File: src/rtl/pipelined_adder.sv
`timescale 1ns/1ps
// Purpose : pipelined WIDTH-bit add/subtract, one CW=WIDTH/STAGES chunk resolved per stage.
// Latency : STAGES cycles from the accepting edge to S/CarryOut/out_valid; one op per cycle.
// Backpressure: out_valid && !out_ready freezes every stage and drops in_ready combinationally.
//
// Ports:
//   clk, reset                 rising-edge clock, synchronous active-high reset
//   in_valid/in_ready          operand handshake (A, B, CarryIn, Sub)
//   A, B                       operands; Sub=0: A+B+CarryIn, Sub=1: A-B (CarryIn ignored)
//   out_valid/out_ready        result handshake (S, CarryOut[, Zero, Overflow])
//   S, CarryOut                registered result; CarryOut=1 on Sub means no borrow
//   Zero, Overflow             only when PIPE_ADDER_FLAGS_EN is defined
//
// Optional feature macro: PIPE_ADDER_FLAGS_EN (registered Zero / signed Overflow flags).
//
// Structure: slot 0 is an entry register holding A, Beff and the stage-0 carry-in.
// Slot k (1..STAGES) holds the result of adding chunk k-1, so slot STAGES is the
// output register. Operands travel alongside their partial sum until consumed.

module pipelined_adder #(
    parameter int WIDTH  = 32,
    parameter int STAGES = 4
) (
    input  logic             clk,
    input  logic             reset,
    input  logic             in_valid,
    output logic             in_ready,
    input  logic [WIDTH-1:0] A,
    input  logic [WIDTH-1:0] B,
    input  logic             CarryIn,
    input  logic             Sub,
    output logic             out_valid,
    input  logic             out_ready,
    output logic [WIDTH-1:0] S,
    output logic             CarryOut
`ifdef PIPE_ADDER_FLAGS_EN
    ,
    output logic             Zero,
    output logic             Overflow
`endif
);

    localparam int CW  = WIDTH / STAGES;
    localparam int MSB = WIDTH - 1;

    if ((WIDTH % STAGES) != 0) begin : g_bad_cfg
        $error("pipelined_adder: STAGES must divide WIDTH exactly");
    end

    // Global advance: the pipe moves only when the output slot is empty or drained.
    logic adv;

    logic [STAGES:0]  vld_q, vld_d;
    logic [STAGES:0]  cy_q,  cy_d;
    logic [WIDTH-1:0] sum_q [0:STAGES];
    logic [WIDTH-1:0] sum_d [0:STAGES];
    logic [WIDTH-1:0] a_q   [0:STAGES-1];
    logic [WIDTH-1:0] a_d   [0:STAGES-1];
    logic [WIDTH-1:0] b_q   [0:STAGES-1];
    logic [WIDTH-1:0] b_d   [0:STAGES-1];
    logic [CW:0]      part  [1:STAGES];

    always_comb begin
        adv = !vld_q[STAGES] || out_ready;

        // Entry slot. Bubbles load zeros so S/CarryOut stay deterministic.
        vld_d[0] = in_valid;
        a_d[0]   = in_valid ? A : '0;
        b_d[0]   = in_valid ? (Sub ? ~B : B) : '0;
        cy_d[0]  = in_valid && (Sub || CarryIn);
        sum_d[0] = '0;

        // Slot k finishes chunk k-1 using the carry rippled out of slot k-1.
        for (int k = 1; k <= STAGES; k++) begin
            part[k]  = {1'b0, a_q[k-1][(k-1)*CW +: CW]}
                     + {1'b0, b_q[k-1][(k-1)*CW +: CW]}
                     + {{CW{1'b0}}, cy_q[k-1]};
            vld_d[k] = vld_q[k-1];
            cy_d[k]  = part[k][CW];
            sum_d[k] = sum_q[k-1];
            sum_d[k][(k-1)*CW +: CW] = part[k][CW-1:0];
        end

        // Operands ride along to every slot that still has a chunk to consume.
        for (int k = 1; k < STAGES; k++) begin
            a_d[k] = a_q[k-1];
            b_d[k] = b_q[k-1];
        end
    end

    always_ff @(posedge clk) begin
        if (reset) begin
            vld_q <= '0;
            cy_q  <= '0;
            for (int k = 0; k <= STAGES; k++) begin
                sum_q[k] <= '0;
            end
            for (int k = 0; k < STAGES; k++) begin
                a_q[k] <= '0;
                b_q[k] <= '0;
            end
        end else if (adv) begin
            vld_q <= vld_d;
            cy_q  <= cy_d;
            for (int k = 0; k <= STAGES; k++) begin
                sum_q[k] <= sum_d[k];
            end
            for (int k = 0; k < STAGES; k++) begin
                a_q[k] <= a_d[k];
                b_q[k] <= b_d[k];
            end
        end
    end

    assign in_ready  = adv;
    assign out_valid = vld_q[STAGES];
    assign S         = sum_q[STAGES];
    assign CarryOut  = cy_q[STAGES];

`ifdef PIPE_ADDER_FLAGS_EN
    // Flags are formed as the final chunk lands so they align with S.
    // The last slot still carries A and Beff, whose MSBs decide signed overflow.
    logic zero_q, zero_d;
    logic ovf_q,  ovf_d;

    always_comb begin
        zero_d = vld_q[STAGES-1] && (sum_d[STAGES] == '0);
        ovf_d  = vld_q[STAGES-1]
              && (a_q[STAGES-1][MSB] == b_q[STAGES-1][MSB])
              && (sum_d[STAGES][MSB] != a_q[STAGES-1][MSB]);
    end

    always_ff @(posedge clk) begin
        if (reset) begin
            zero_q <= 1'b0;
            ovf_q  <= 1'b0;
        end else if (adv) begin
            zero_q <= zero_d;
            ovf_q  <= ovf_d;
        end
    end

    assign Zero     = zero_q;
    assign Overflow = ovf_q;
`endif

endmodule

File: config.mk
export PLATFORM = sky130hd
export DESIGN_NAME = pipelined_adder
export DESIGN_NICKNAME = d
export VERILOG_FILES = /design/src/rtl/pipelined_adder.sv
export SDC_FILE = /design/constraint.sdc
export NUM_CORES = 1
export LEC_CHECK = 0
export ABC_CLOCK_PERIOD_IN_PS = 12400
export CAP_MARGIN = 20
export CORE_MARGIN = 1.5
export CORE_UTILIZATION = 48
export CTS_CLUSTER_DIAMETER = 30
export DETAILED_ROUTE_END_ITERATION = 8
export GPL_TIMING_DRIVEN = 0
export PLACE_DENSITY = 0.79
export SLEW_MARGIN = 0
export SYNTH_ARGS = -nofsm -noshare
export SYNTH_HDL_FRONTEND = slang
export SYNTH_SLANG_ARGS = --single-unit
File: constraint.sdc
create_clock -name clk -period 12.4 [get_ports clk]
set_input_delay 3.72 -clock clk [delete_from_list [all_inputs] [get_ports clk]]
set_output_delay 3.72 -clock clk [all_outputs]
set_load 0.01 [all_outputs]
# == Word level (Yosys, flattened, before mapping) ==
# Memories as Yosys holds them, arrays and structs flattened.
# Index checks and enable logic that the tools add are counted.
# word_totals
output_inout_bits,35
ff_bits,10
mem_count,3
ramBits,416
# op_classes
n_mux,21
n_addsub,8
n_reduce_logical,4
bitwise_logic,14
# memory_table
memory,depth,word_bits,rd,rd_clocked_by_memory_dff,write_ports,line_no,rtl
sum_q,5,32,5,0,5,55,logic [WIDTH-1:0] sum_q [0:STAGES];
a_q,4,32,4,0,4,57,logic [WIDTH-1:0] a_q [0:STAGES-1];
b_q,4,32,4,0,4,59,logic [WIDTH-1:0] b_q [0:STAGES-1];
# ops
cell,n
$mux 32,16
$add 8x8->9,4
$add 9x1->9,4
$not 32->32,1
$or 1x1->1,13
$mux 1,5
$logic_or 1x1->1,2
$logic_and 1x1->1,1
$logic_not 1->1,1

# == Logic depth before layout (Yosys ltp) ==
# depth
ltp_word,6
depth_mapped,7
depth_no_buf,7

# == Least setup slack after synthesis ==
# OpenSTA, ideal clock, no wires.
# synth_path
path_type,input to register
from,input reset
to,memory a_q[0][0] (enable)
setup_time_ns,0.644
path_stages,2
t_arrival_ns,9.754
slack_ns,2.002
t_required_ns,11.756
path_cell_list,clkbuf_1 -> nand2b_1
# synth_rtl
item,line_no,rtl
"start, declared",25,"input logic reset,"
"end, declared",57,

# == Worst setup path in the final report ==
# layout_path
from,input out_ready
to,output in_ready
# layout_via
elab_chain_len,1
# layout_rtl
item,line_no,rtl
"start, declared",33,"input logic out_ready,"
$logic_or 1x1->1,64,adv = !vld_q[STAGES] || out_ready;
"end, declared",27,"output logic in_ready,"
# No other way between the ends.

==> results.txt <==
In the synthesized netlist the dominant register cell turns out to be edfxtp_1. The vertical die dimension came out at approximately 150 microns. Data on the critical path is required at its endpoint by 8680 ps. The global-route wire length before repair is 30500 microns. The kind of end point of the critical path is an output pin.

The tree is rooted in a clkbuf_16. The average via count per standard cell came out at between 5 and 6. The time the worst path needs with I/O delays and setup is ~8800 ps. The commonest cells after synthesis are edfxtp_1 (240), and2_1 (152), nor2_1 (52).

The number of cell instances on the worst register-to-register path is 6. The H-tree was split into 2 levels. For hold timing, the worst endpoint is vld_q[3]. In this run the critical register-to-register path is launched from a_q[0][80]. The global-route usage over all layers is 0.166. Setup repair after global routing left no endpoint under its margin.

The number of diodes came out at 0. The sum of net half-perimeters after detailed placement is 12900 microns. The number of hold buffers added after cts is 0. The proportion of netlist area held by the largest area contributor came out at 0.671. The data arrival time at the worst-slack endpoint is 5080 ps.

The share of synthesized flip-flops with an asynchronous set or reset came out at 0. The total die area came out at around 23000 sq um. In this run the most used layer during global routing was met2. The number of buffers created by CTS came out at 39. The detailed-route wire length is roughly 19000 microns.

The initial antenna violation count is 0. The share of the core filled with cells came out at 0.621. The slew at the pin closest to its max-slew limit is between 900 and 1000 ps. For met2 alone, demand over resource in global routing was 0.274.

The total of max-cap violations is 0. The met1 demand-to-capacity share in global routing came out at 0.214. The deepest clock path buffer count came out at 3. Ranked by total cell area, the synthesized netlist is headed by edfxtp_1 (67%), and2_1 (8.9%), ha_1 (3.3%). The power density of the placed cells came out at 160 nW/um^2. TritonCTS built the clock tree. The post-synthesis cell area came out at 10700 sq um.

The most numerous cell in the Yosys netlist is edfxtp_1. The number of enable flip-flop cells after synthesis is 240. The via count of the first global-routing pass came out at approximately 5900.

The count of nets left with antenna violations after detail routing is 0. In this run the critical register-to-register path is captured at sum_q[0][118]. Synthesis handed over a netlist of roughly 750 instances. The clock-pin slew reported for the worst setup and hold paths after clock tree synthesis came out at about 50 ps.

Buffers added to address setup during post-CTS repair amount to 0. The core footprint is between 20000 and 25000 sq um. The number of nets handed over by synthesis was about 850. The initial core utilization is 0.491.

The count of cells along the worst hold path came out at 2. The count of fill cells added during filler insertion is about 1600. The worst hold slack across all endpoints is ~450 ps. The number of placement rows is 54. The number of DRC markers after the initial detailed-route iteration is between 500 and 600. The proportion of synthesized chip area in sequential cells is 0.689. For this run, the number of standard cells in the final layout without fillers is 1206.

Measured against its own limit, the worst slew margin works out to 0.395. Counting every sink on the clock net gives between 200 and 300. The number of I/O pins is 105. The path class of the lowest-slack min-delay path is reg -> reg. The critical path start-end classification is in -> out.

In the final layout, the share of cells above drive strength 1 is 0.0961. The number of buffers inserted by port buffering is 103. Clock latency on the worst-skew pair, taken at its later pin, is ~530 ps. In this run the horizontal extent of the chip is roughly 150 microns. The number of different library cells in the post-synthesis netlist came out at 52. The met3 capacity usage during global routing came out at 0.0375. Along the worst path, the maximum fanout reaches 10. The setup check on the worst reg-to-reg path leaves a slack of 9980 ps. Synthesis inferred 250 register bits.

The global route total overflow came out at 0. The fmax came out at between 0.1 and 0.15 GHz. The post-cts resize count came out at 0. After synthesis, the mean cell area works out to ~14 sq um.

The maximum vdd ir drop is about 96 uV. The worst clock skew came out at just under 30 ps. The startpoint of the worst hold path is vld_q[3]. The number of warnings reported in the yosys synthesis log came out at 0.

For this run, the detailed router's first-pass iteration total came to 5. The final-report setup violation count came out at 0. The share of the clock period used by the worst path is 0.710.

The run finished with clean final reports. The leakage power total is between 5 and 6 nW. The final hold violation count came out at 0. After detailed placement, the design holds a cell count of around 1100.

The routed wire length per instance is approximately 16 microns. The layout net count came out at approximately 1000. For this block, the via count after detailed routing is 6063. The count of unresolved DRC violations after routing is 0. The synthesis-to-finish area growth is 26.6%. The leading area contributor after synthesis is edfxtp_1.

The final-report max-slew violation count is 0. Routability-driven placement finished with a final weighted congestion of a little under 0.8. STA classifies the critical path startpoint as an input port. The largest net degree at the start of global routing is 70.
## logic make-up (layout without fill, tap and decap cells)
logic type      Yosys count  count (layout)  synth area share
mux                       4               4           0.00373
simple gates            297             297             0.160
buf+inv                  47             225            0.0197
compound gates           74              74            0.0474
xor+xnor                 40              40            0.0326
flops                   250             250             0.689
fa+ha+maj                36              36            0.0475
## metal layers
| layer | routed length (microns) | share of wire | vias to the layer above |
|---|---|---|---|
| li1 | - | - | 2994 |
| met1 | 8170 | 0.43 | 2838 |
| met2 | 9130 | 0.48 | 191 |
| met3 | 1090 | 0.057 | 40 |
| met4 | 527 | 0.028 | 0 |
| met5 | 0 | 0 | - |
## metrics by stage
stage          total power (W)  instance area (sq um)  setup TNS (ps)  setup WS [ps]
3_3_place_gp           0.00108                  12100         -153910           -683
2_1_floorplan          0.00103                  10700               0           2000
5_1_grt                0.00226                  13600               0           3540
4_1_cts                0.00220                  13600               0           3590
3_5_place_dp           0.00108                  12200               0           3600
6_report               0.00218                  13600               0           3600
## how the worst max path moves through the flow
stage,from,to,slack (ps),cells past startpoint
after detailed placement,out_ready,in_ready,3600,5
final,out_ready,in_ready,3600,5
after CTS,out_ready,in_ready,3590,5
after floorplan,reset,a_q[0][0],2000,2
after global routing,out_ready,in_ready,3540,5
after global placement,reset,vld_q[0],-680,4
## power by group
group	internal (W)	switching, W
Combinational	0.0000544	0.0000495
Clock	0.000714	0.000402
Sequential	0.000953	0.00000845
Total	0.00172	0.000460
## cell usage in the layout (no fill, tap or decap), drive strengths merged, types with 2 or more instances in the layout
cell / count
clkinvlp: 5
nor3b: 3
nor2b: 5
a21oi: 15
o21a: 3
inv: 16
a21o: 10
a221oi: 3
and2: 152
clkbuf: 73
a21boi: 2
edfxtp: 240
fa: 8
clkinv: 11
bufinv: 4
o211ai: 4
or4b: 3
a311oi: 2
o2111ai: 2
nand2: 18
nand4b: 3
nand2b: 4
or3: 6
ha: 28
o21bai: 3
clkdlybuf4s50: 103
o21ai: 15
dfxtp: 10
xnor2: 36
xor2: 4
buf: 13
and3: 34
nand3: 4
a211oi: 6
a211o: 3
nor2: 52
nor3: 8
mux2i: 4
## critical path, stage by stage
cell             delay [ps]
clkdlybuf4s50_1         510
nor2b_4                  60
buf_6                   140
inv_8                    90
clkdlybuf4s50_1         560
## cell type report
| cell class | count | area [sq um] | share of cell area |
|---|---|---|---|
| multi-input combinational | 451 | 3130 | 0.230 |
| tap | 280 | 350 | 0.0258 |
| timing repair buffer | 106 | 1110 | 0.0813 |
| clock inverter | 26 | 329 | 0.0242 |
| inverter | 10 | 45.0 | 0.00331 |
| buffer | 37 | 166 | 0.0122 |
| clock buffer | 46 | 1060 | 0.0783 |
| sequential | 250 | 7410 | 0.545 |
## registers in the layout, summed over array words and instances, names as in the netlist
signal  flops
vld_q       5
b_q        80
a_q        80
sum_q      80
cy_q        5
Note: power is estimated with default switching activity, not from simulation.
==> RTL edit, RTL diff (same settings) <==
Set the parameter `STAGES` to 2 (it was 4).
--- a/src/rtl/pipelined_adder.sv
+++ b/src/rtl/pipelined_adder.sv
@@ -20,5 +20,5 @@
 module pipelined_adder #(
     parameter int WIDTH  = 32,
-    parameter int STAGES = 4
+    parameter int STAGES = 2
 ) (
     input  logic             clk,
Behaviour: not the same (Yosys sat finds a counterexample within 4 cycles, from zero or initial values and one cycle with reset high).
==> RTL edit against the unedited design <==
First-iteration DRC count fell by 20%. Count of clock-buffer cells in the layout fell by 29. Power fell by 45%. Hold slack improved by 0.015 ns. Sequential power fell by 38%. Clock power fell by 58%. Critical path depth did not move. Cell area fell by 32%. Utilization fell by 1.1 points. Routed wire length fell by 19%. Setup slack got worse by 0.22 ns. Die area fell by 31%. Sequential cell count fell by 100. Area after synthesis fell by 31%. Largest power group is now registers. Highest routed layer unchanged.
==> RTL edit: results (changes against the unedited design) <==
I/O Buffers: 102 (-0.97%)
DRT Pass-1 Iters: 5 (unchanged)
Worst EP arrival: 5.31 ns (+0.23 ns)
GP Congestion: 0.901 (+15%)
Worst Hold Class: reg2reg
leakage: 3.90 nW (-32%)
drt via density: 5.51 (+9.6%)
later-pin clock latency in the skew report: 0.42 ns (-0.11 ns)
number of synthesized flops with an enable pin: 144 (-40%)
Max FO, Critical Path: 9 (-1)
switching share of power: 0.238 (+0.0269)
vias: 5023 (-17%)
library cells used by synthesis: 59 (+13%)
CTS max path bufs: 2 (-1)
post-synth net total: 693 (-19%)
GR Util All Layers: 0.196 (+0.0298)
Inst Count DP: 880 (-22%)
final wirelength: 15300 um (-19%)
Detail Placement HPWL: 11100 um (-13%)
NumNets Final: 815 (-19%)
worst slew pin tran: 0.868 ns (-0.0397 ns)
antenna diode count: 0 (unchanged)
sequential-to-total area share from yosys stat: 0.602 (-0.0870)
vias in the first global route: 4751 (-20%)
global-route wire length before repair: 24000 um (-21%)
VDD IR-drop max: 0.102 mV (+6.8%)
1st-iter DRT viols: 406 (-20%)
CTS Buf Count: 17 (-56%)
H-tree depth: 4 (+2)
status: complete, no violations
top post-synthesis cells by count: edfxtp_1, nor2_1, and2_1, and3_1, xnor2_1
Final Skew: 0.00894 ns (-0.0200 ns)
Gate Count Post-Synth: 589 (-21%)
synth top area cells: edfxtp_1, ha_1, and2_1
pin count of the biggest net entering global routing: 103 (+47%)
yosys warns: 0 (unchanged)
leading registers by flop count: a_q x48, b_q x48, sum_q x48
ratio of cells with drive above 1 in the final layout: 0.0746 (-0.0215)
[RTL edit: final cells by class]
type | count | area [um^2]
clock buffer | 17 | 425
multi-input combinational | 408 | 2810
fill | 1157 | 5880
inverter | 4 | 20.0
tap | 188 | 235
buffer | 27 | 109
clock inverter | 15 | 120
sequential | 150 | 4440
timing repair buffer | 103 | 1050
[RTL edit: stage by stage]
| step | cell area (um^2) | setup slack, ns |
|---|---|---|
| 3_5_place_dp | 8670 | 3.37 |
| 2_1_floorplan | 7380 | 4.53 |
| 6_report | 9210 | 3.37 |
| 4_1_cts | 9210 | 3.36 |
| 3_3_place_gp | 8630 | 3.38 |
| 5_1_grt | 9210 | 3.29 |
[RTL edit: cell families (layout without fill, tap and decap cells)]
logic type               count (synthesis)  in the layout  share of synthesized area
XOR/XNOR                                39             39                     0.0463
AND/OR/NAND/NOR                        225            225                      0.161
flip-flops                             150            150                      0.602
AO/OA/AOI/OAI                          105            105                      0.104
buffers and inverters                   31            166                     0.0168
adder cells (fa/ha/maj)                 34             34                     0.0617
multiplexers                             5              5                    0.00695
[RTL edit: power by group through the flow]
stage	Sequential (W)	Combinational (W)	Clock, W
CTS	0.000596	0.000131	0.000475
finish	0.000595	0.000131	0.000470
global route	0.000598	0.000143	0.000494
floorplan	0.000608	0.0000670	0
global placement	0.000606	0.000127	0
detailed placement	0.000606	0.000130	0
[RTL edit: metal layers]
layer | routed length, um | vias up | track usage
met5 | 0 | - | 0
met4 | 332 | 0 | 0.0869
met3 | 903 | 26 | 0.0327
met2 | 7100 | 163 | 0.306
met1 | 7010 | 2395 | 0.272
li1 | - | 2439 | -
[RTL edit: path summary, 6_finish.rpt]
| kind | start | endpoint | slack [ns] | cells after the start |
|---|---|---|---|---|
| worst min register to register | vld_q[1]$_SDFFE_PP0N_ | vld_q[1]$_SDFFE_PP0N_ | 0.47 | 2 |
| worst min-delay path | vld_q[1]$_SDFFE_PP0N_ | vld_q[1]$_SDFFE_PP0N_ | 0.47 | 2 |
| worst max-delay path | out_ready | in_ready | 3.37 | 5 |
| worst max register to register | b_q[0][48]$_SDFFCE_PN0P_ | sum_q[0][92]$_SDFFCE_PN0P_ | 9.33 | 7 |
[RTL edit: critical path, cell delays in order]
cell and delay, ns:
clkdlybuf4s50_1 0.43, nor2b_1 0.13, clkbuf_1 0.34, inv_2 0.16, clkdlybuf4s50_1 0.52
